==> src/rtl/timekeeper_core.sv <==
// timekeeper_core
//   Parametrised time-of-day counter (seconds / minutes / hours) that derives
//   its own count step from the system clock via a prescaler. Counts up or
//   down with full carry/borrow, has a button-driven set-mode FSM, a parallel
//   preset load, and emits one-cycle tick / day_wrap / alarm pulses.
//
//   Optional feature: define TIMEKEEPER_ALARM_EN to build the alarm compare.
//   Without it, alarm is tied low and alarm_arm/alarm_h/alarm_m are ignored.
//
// Parameters
//   TICK_DIV  system clocks per count step (>= 1)
//   HOURS     hour modulus (2..32)
//   HW        hours field width, 2^HW >= HOURS
//
// Ports
//   clk, reset                 rising-edge clock, synchronous active-high reset
//   run, dir                   count enable (RUN state only), 0 = up / 1 = down
//   mode_btn, inc_btn, dec_btn single-cycle button pulses for set mode
//   load, load_h/m/s           parallel preset (saturated to legal range)
//   alarm_arm, alarm_h/m       alarm enable and compare time
//   seconds, minutes, hours    current time
//   state                      0 RUN, 1 SET_H, 2 SET_M, 3 SET_S
//   tick, day_wrap, alarm      one-cycle pulses, registered on the step edge
//
// Handshake: there is no valid/ready flow here; every button and load input
// is a single-cycle strobe sampled on the rising edge, and every pulse output
// is high for exactly one cycle following the edge that caused it.
module timekeeper_core #(
    parameter int TICK_DIV = 50000000,
    parameter int HOURS    = 24,
    parameter int HW       = 5
) (
    input  logic          clk,
    input  logic          reset,
    input  logic          run,
    input  logic          dir,
    input  logic          mode_btn,
    input  logic          inc_btn,
    input  logic          dec_btn,
    input  logic          load,
    input  logic [HW-1:0] load_h,
    input  logic [5:0]    load_m,
    input  logic [5:0]    load_s,
    input  logic          alarm_arm,
    input  logic [HW-1:0] alarm_h,
    input  logic [5:0]    alarm_m,
    output logic [5:0]    seconds,
    output logic [5:0]    minutes,
    output logic [HW-1:0] hours,
    output logic [1:0]    state,
    output logic          tick,
    output logic          day_wrap,
    output logic          alarm
);

    localparam int              PW       = (TICK_DIV > 1) ? $clog2(TICK_DIV) : 1;
    localparam logic [PW-1:0]   PRESC_TC = PW'(TICK_DIV - 1);
    localparam logic [HW-1:0]   HOUR_MAX = HW'(HOURS - 1);
    localparam logic [5:0]      MS_MAX   = 6'd59;

    typedef enum logic [1:0] {
        RUN   = 2'd0,
        SET_H = 2'd1,
        SET_M = 2'd2,
        SET_S = 2'd3
    } state_t;

    state_t        state_q, state_d;
    logic [PW-1:0] presc_q, presc_d;
    logic [5:0]    sec_q, sec_d;
    logic [5:0]    min_q, min_d;
    logic [HW-1:0] hr_q, hr_d;
    logic          tick_q, wrap_q, alarm_q;
    logic          tick_d, wrap_d, alarm_d;
    logic          step;

    function automatic logic [5:0] ms_inc(input logic [5:0] v);
        return (v == MS_MAX) ? 6'd0 : v + 6'd1;
    endfunction

    function automatic logic [5:0] ms_dec(input logic [5:0] v);
        return (v == 6'd0) ? MS_MAX : v - 6'd1;
    endfunction

    function automatic logic [HW-1:0] hr_inc(input logic [HW-1:0] v);
        return (v == HOUR_MAX) ? '0 : v + HW'(1);
    endfunction

    function automatic logic [HW-1:0] hr_dec(input logic [HW-1:0] v);
        return (v == '0) ? HOUR_MAX : v - HW'(1);
    endfunction

    // Next-state / next-field logic; the if-chain order is the priority
    // load > mode_btn > inc/dec > count step.
    always_comb begin
        state_d = state_q;
        presc_d = presc_q;
        sec_d   = sec_q;
        min_d   = min_q;
        hr_d    = hr_q;
        tick_d  = 1'b0;
        wrap_d  = 1'b0;
        step    = 1'b0;

        if (load) begin
            hr_d    = (load_h > HOUR_MAX) ? HOUR_MAX : load_h;
            min_d   = (load_m > MS_MAX)   ? MS_MAX   : load_m;
            sec_d   = (load_s > MS_MAX)   ? MS_MAX   : load_s;
            presc_d = '0;
        end else if (mode_btn) begin
            case (state_q)
                RUN: begin
                    state_d = SET_H;
                    presc_d = '0;
                end
                SET_H:   state_d = SET_M;
                SET_M:   state_d = SET_S;
                default: state_d = RUN;
            endcase
        end else if (state_q != RUN) begin
            // Both buttons together cancel out; edits never carry.
            if (inc_btn != dec_btn) begin
                case (state_q)
                    SET_H:   hr_d  = inc_btn ? hr_inc(hr_q)  : hr_dec(hr_q);
                    SET_M:   min_d = inc_btn ? ms_inc(min_q) : ms_dec(min_q);
                    SET_S:   sec_d = inc_btn ? ms_inc(sec_q) : ms_dec(sec_q);
                    default: ;
                endcase
            end
        end else if (run) begin
            if (presc_q == PRESC_TC) begin
                presc_d = '0;
                step    = 1'b1;
                tick_d  = 1'b1;
                if (!dir) begin
                    sec_d = ms_inc(sec_q);
                    if (sec_q == MS_MAX) begin
                        min_d = ms_inc(min_q);
                        if (min_q == MS_MAX) begin
                            hr_d   = hr_inc(hr_q);
                            wrap_d = (hr_q == HOUR_MAX);
                        end
                    end
                end else begin
                    sec_d = ms_dec(sec_q);
                    if (sec_q == 6'd0) begin
                        min_d = ms_dec(min_q);
                        if (min_q == 6'd0) begin
                            hr_d   = hr_dec(hr_q);
                            wrap_d = (hr_q == '0);
                        end
                    end
                end
            end else begin
                presc_d = presc_q + PW'(1);
            end
        end
    end

`ifdef TIMEKEEPER_ALARM_EN
    // Only a RUN step landing exactly on alarm_h:alarm_m:00 fires.
    assign alarm_d = step && alarm_arm && (hr_d == alarm_h) &&
                     (min_d == alarm_m) && (sec_d == 6'd0);
`else
    logic unused_alarm_inputs;
    assign unused_alarm_inputs = ^{alarm_arm, alarm_h, alarm_m, step};
    assign alarm_d = 1'b0;
`endif

    always_ff @(posedge clk) begin
        if (reset) begin
            state_q <= RUN;
            presc_q <= '0;
            sec_q   <= '0;
            min_q   <= '0;
            hr_q    <= '0;
            tick_q  <= 1'b0;
            wrap_q  <= 1'b0;
            alarm_q <= 1'b0;
        end else begin
            state_q <= state_d;
            presc_q <= presc_d;
            sec_q   <= sec_d;
            min_q   <= min_d;
            hr_q    <= hr_d;
            tick_q  <= tick_d;
            wrap_q  <= wrap_d;
            alarm_q <= alarm_d;
        end
    end

    assign seconds  = sec_q;
    assign minutes  = min_q;
    assign hours    = hr_q;
    assign state    = state_q;
    assign tick     = tick_q;
    assign day_wrap = wrap_q;
    assign alarm    = alarm_q;

endmodule
==> config.mk <==
export PLATFORM = sky130hd
export DESIGN_NAME = timekeeper_core
export DESIGN_NICKNAME = d
export VERILOG_FILES = /design/src/rtl/timekeeper_core.sv
export SDC_FILE = /design/constraint.sdc
export NUM_CORES = 1
export LEC_CHECK = 0
export ABC_AREA = 1
export BUFFER_PORTS_ARGS = -buffer_cell sky130_fd_sc_hd__buf_2
export CORE_MARGIN = 4
export CORE_UTILIZATION = 50
export DETAILED_ROUTE_END_ITERATION = 16
export HOLD_SLACK_MARGIN = 0.08
export PLACE_DENSITY = 0.7
export SYNTH_ARGS = -nofsm -noshare
export SYNTH_HDL_FRONTEND = slang
export SYNTH_SLANG_ARGS = --single-unit
==> constraint.sdc <==
create_clock -name clk -period 4.05 [get_ports clk]
set_input_delay 0 -clock clk [delete_from_list [all_inputs] [get_ports clk]]
set_output_delay 0 -clock clk [all_outputs]
set_load 0.05 [all_outputs]
Word-level counts from Yosys, hierarchy flattened
Cells that the tools add are included.
{"block": "classes", "addsub": 7, "eq_ne": 17, "div": 0, "magnitude_cmp": 3, "reduce_logical": 18, "shifts": 0, "bitwise_logic": 3, "muxes": 54, "mul": 0}
{"op": "6-bit 2-to-1 mux", "n": 26}
{"op": "26-bit 2-to-1 mux", "n": 5}
{"op": "5-bit 2-to-1 mux", "n": 16}
{"op": "26-bit by 1-bit adder with 26-bit output, second input constant", "n": 1}
{"op": "26-bit == test, second input constant", "n": 1}
{"op": "6-bit by 1-bit adder with 6-bit output, second input constant", "n": 2}
{"op": "6-bit == test, second input constant", "n": 2}
{"op": "6-bit > comparator, second input constant", "n": 2}
{"op": "6-bit logical NOT", "n": 2}
{"op": "3-bit by 2-bit inequality test with 1-bit output, second input constant", "n": 4}
{"op": "6-bit by 1-bit subtractor with 6-bit output, second input constant", "n": 2}
{"op": "9-bit AND reduction", "n": 1}
{"op": "4-bit by 1-bit inequality test with 1-bit output, second input constant", "n": 2}
{"op": "4-bit nonzero test", "n": 2}
{"op": "7-bit AND reduction", "n": 1}
{"op": "1-bit 2-to-1 mux", "n": 6}
{"op": "2-bit case mux with 3 select lines", "n": 1}
{"op": "3-bit nonzero test", "n": 2}
{"op": "6-bit OR reduction", "n": 1}
{"op": "5-bit by 1-bit adder with 5-bit output, second input constant", "n": 1}
{"op": "5-bit == test, second input constant", "n": 1}
{"op": "5-bit > comparator, second input constant", "n": 1}
{"op": "5-bit logical NOT", "n": 1}
{"op": "5-bit AND reduction", "n": 1}
{"op": "other kinds (13)", "n": 18}
{"block": "totals", "word_cells": 109, "mem_count": 0, "in_bits": 37, "latch_bits": 0, "romBits": 0, "reg_bits": 47, "out_inout_bits": 22, "ram_bits": 0}

Longest topological paths before layout
{"block": "depth", "depth_word": 10, "mapped_depth": 14, "depth_no_buf": 13}

Worst setup path after synthesis
OpenSTA, ideal clock, no wires.
{"block": "synth_timing", "path_type": "register to register", "from": "register state_q[0], in the netlist state[0]", "to": "register min_q[3], in the netlist minutes[3]", "path_buffers": 1, "setup_slack_ns": 1.908, "required_ns": 3.936, "path_stages_with_launch": 14, "synth_period_minus_slack_ns": 2.142, "setup_time_ns": 0.114, "arrival_time_ns": 2.028, "path_cell_list": "dfxtp_1 > inv_1 > ha_1 > nor2_2 > clkinv_1 > a21oi_1 > nor2_2 > inv_2 > nor2_1 > nand3_2 > buf_6 > nand2_1 > nand2_1 > nor2_2"}
{"block": "synth_via", "elab_chain_len": 4, "elab_cells_between_ends": 12, "classes_between": "4 x eq/ne; 3 x mux; 5 x reduce/logical"}
{"element": "start: declaration", "line": "68", "source": "state_t state_q, state_d;"}
{"element": "start signal: assignment", "line": "181", "source": "state_q <= state_d;"}
{"element": "parallel branches: the longest is 4 deep, another holds 7-bit AND reduction"}
{"element": "end signal: assignment", "line": "184", "source": "min_q <= min_d;"}
{"element": "end: declaration", "line": "71", "source": "logic [5:0] min_q, min_d;"}
Several ways; the timed one is not identified. The select of a mux whose other input is x is not followed.
A chain may end at the register's enable or synchronous reset.

Worst setup path in the final report
{"block": "layout_timing", "from": "register state_q[1], in the netlist state[1]", "to": "register presc_q[20]"}
{"block": "layout_via", "elab_chain_len": 3, "elab_cells_between_ends": 5, "classes_between": "2 x eq/ne; 3 x reduce/logical"}
{"element": "2-bit logical NOT or 2-bit nonzero test (tied branches)", "line": "111, 120"}
{"element": "2-bit by 1-bit inequality test with 1-bit output (no line) or 2-bit inequality test (tied branches)"}
{"element": "3-bit AND reduction (no line) *"}
{"element": "end signal: assignment", "line": "182", "source": "presc_q <= presc_d;"}
{"element": "end: declaration", "line": "69", "source": "logic [PW-1:0] presc_q, presc_d;"}
Every way passes the cells marked *; elsewhere a longest branch is shown, timed or not.

==> results.cfg <==
[status]
run_status = finished clean

[die]
die_h_um = 93.2
die_x_um = 93.2
pin_count = 59
core.rowCount = 30
core_area_sq_um = 6910
initial_utilization = 0.526
die_area_sq_um = 8690

[final_layout]
nets = 694
area_growth_pct = 12.5
multi_input_comb_area_sq_um = 2330
antenna_cells = 0
final_util = 0.592
drive_above_1_share = 0.143
fillers = 754
seq_area_sq_um = 941

[route]
drt_iter0_drc = 175
vias = 3811
first_pass_iters = 4
drc = 0
avgRoutedWirePerCell_um = 12.4
vias_per_cell = 5.15
ant_nets = 0
wl_um = 9140

[worst_setup_path]
crit_type = reg -> reg
ff2ff_setup_slack_ps = 1770
max_stage_delay_ps = 360
endpoint = presc_q[20]$_SDFFE_PP0P_
crit_chain = inv_1 > ha_1 > o21ai_2 > inv_2 > nand3_1 > nor3_2 > nand2_1 > o21bai_1 > inv_1 > nor2_1
crit_start = state[1]$_SDFFE_PP0P_
cp.required_ps = 4290
r2r-start = state[1]$_SDFFE_PP0P_
crit_path_max_fanout = 16
crit_path_end_kind = flip-flop
slowest_stage = dfxtp_1
critPathLaunchType = flip-flop
cp.arrival_ps = 2510
r2r-end = presc_q[20]$_SDFFE_PP0P_
cpMostUsedCell = inv_1
reg2reg_depth = 10

[clocking]
ctsResizeCount = 0
cts-root-buf = clkbuf_8
cts_tree = done
clkTransAtPathRegs_ps = 90
cts_setup_buffers = 0
cts_sinks = 47
cts_buffers = 5
clock_path_buffers = 2
clock_latency_ps = 310
ctsHoldBuffers = 8
htree_levels = 2

[power_and_ir_drop]
power_density_nw_per_um2 = 323
clockPowerShare = 0.243
power.share.switching = 0.403
seqPwrFrac = 0.399
finalPower_mw = 1.32
pwr-share-comb = 0.358
p_leak_nw = 1.90
switchingPower_uw = 533
p_int_uw = 789
vdd_drop_max_v = 0.000134

[timing]
slew_headroom = 0.510
fin_crit_ps = 2280
skew_ps = 15.7
fin_crit_sh = 0.562
setup_tns_ps = 0
setup_viol = 0
fin_ws_ps = 1770
worstMarginPinSlew_ps = 734
hold_viol_final = 0
max_freq_ghz = 0.439
slew_violations = 0
rsz0062_at_grt = no

[logic_synthesis]
ys_seq_elements = 47
avgSynthCellArea_sq_um = 6.10
syn-num-nets = 646
synth_area_sq_um = 3630
synthCells = 595
synth.distinct_cells = 37
yosys_warnings = 0
synth-seq-area-share = 0.259

[global_routing]
antenna_found_initial = 0
grt_pass1_vias = 3502
grt_usage = 0.218
grt_pass1_wl_um = 15600
overflow = 0
grt_max_degree = 27

[worst_hold_path]
min_path_type = in -> reg

[flow_run]
cap_violations = 0

[place]
pre_cts_ws_ps = 1770
gp_congestion = 0.889
io_buffers = 45
dp_hpwl_um = 6940
cell families after synthesis:
family                     share of synthesized area
DFF                                            0.259
AOI/OAI and AO/OA                             0.0996
xor gates and xnor gates                      0.0386
adders and majority gates                     0.0482
and+or+nand+nor                                0.454
buffers and inverters                         0.0999
other                                        0.00103
cell type report:
cell class	instances	share of cell area
Clock buffer	8	0.0245
Sequential cell	47	0.230
Inverter	78	0.0716
Timing Repair Buffer	53	0.0747
Multi-Input combinational cell	458	0.570
Tap cell	96	0.0294
state kept, by name, summed over array words and instances (netlist names):
signal,cells
state,2
day_wrap,1
presc_q,26
tick,1
hours,5
seconds,6
minutes,6
synthesized netlist by cell type (all sizes together):
| library cell | number | area [sq um] |
|---|---|---|
| inv | 75 | 282 |
| o21bai | 4 | 30.0 |
| nor3 | 11 | 60.1 |
| nand4 | 18 | 113 |
| ha | 14 | 175 |
| conb | 1 | 3.75 |
| clkinv | 3 | 11.3 |
| nand2 | 148 | 583 |
| nor3b | 5 | 37.5 |
| o21ai | 26 | 134 |
| dfxtp | 47 | 941 |
| xor2 | 15 | 131 |
| and2 | 1 | 6.26 |
| nor2 | 120 | 527 |
| a31oi | 1 | 6.26 |
| clkbuf | 3 | 11.3 |
| xnor2 | 1 | 8.76 |
| a21oi | 23 | 115 |
| nand3 | 56 | 295 |
| a32oi | 1 | 8.76 |
| nand3b | 1 | 7.51 |
| nor4 | 2 | 12.5 |
| a22oi | 1 | 7.51 |
| o211ai | 8 | 60.1 |
| or2 | 1 | 6.26 |
| buf | 9 | 58.8 |
critical path: cells and delay by family, from the launching register on:
| kind | cells | cell delay [ps] |
|---|---|---|
| AO/OA/AOI/OAI | 2 | 440 |
| adder cells (fa/ha/maj) | 1 | 350 |
| buffers and inverters | 3 | 470 |
| AND/OR/NAND/NOR | 4 | 580 |
| flip-flops | 1 | 360 |
metrics by stage:
step	hold slack, ps	std cells	area, sq um
global placement	309	724	3910
finish	81.8	740	4090
global route	109	740	4090
detailed placement	313	724	3910
floorplan	163	595	3630
CTS	82.8	740	4090
metal layers:
layer | vias to the layer above | track usage | wire [um]
met2 | 83 | 0.384 | 4520
met3 | 12 | 0.0338 | 369
li1 | 2001 | - | -
met4 | 0 | 0.0781 | 131
met1 | 1715 | 0.265 | 4120
met5 | - | 0 | 0
worst min path at each step:
stage | startpoint | cells past startpoint | slack [ps] | end
floorplan | reset | 2 | 160 | seconds[2]$_SDFFE_PP0P_
global placement | reset | 3 | 310 | seconds[2]$_SDFFE_PP0P_
detailed placement | reset | 3 | 310 | seconds[2]$_SDFFE_PP0P_
CTS | load_s[5] | 5 | 80 | seconds[5]$_SDFFE_PP0P_
global route | load_s[5] | 5 | 110 | seconds[5]$_SDFFE_PP0P_
finish | load_s[5] | 5 | 80 | seconds[5]$_SDFFE_PP0P_
layout by cell type, fill, tap and decap left out, drive strengths merged:
cell type and count:
a21oi 23, a22oi 1, a31oi 1, a32oi 1
and2 1, buf 45, clkbuf 8, clkinv 3
conb 1, dfxtp 47, dlygate4sd3 8, ha 14
inv 75, nand2 148, nand3 56, nand3b 1
nand4 18, nor2 120, nor3 11, nor3b 5
nor4 2, o211ai 8, o21ai 26, o21bai 4
or2 1, xnor2 1, xor2 15
power groups by stage:
stage                     Sequential, mW  Combinational [mW]  Clock (mW)
final                              0.528               0.474       0.321
after global routing               0.534               0.529       0.351
after CTS                          0.527               0.473       0.328
after detailed placement           0.538               0.465           0
after global placement             0.537               0.461           0
after floorplan                    0.614               0.288           0
No activity file was read; power rests on OpenSTA's default activity.
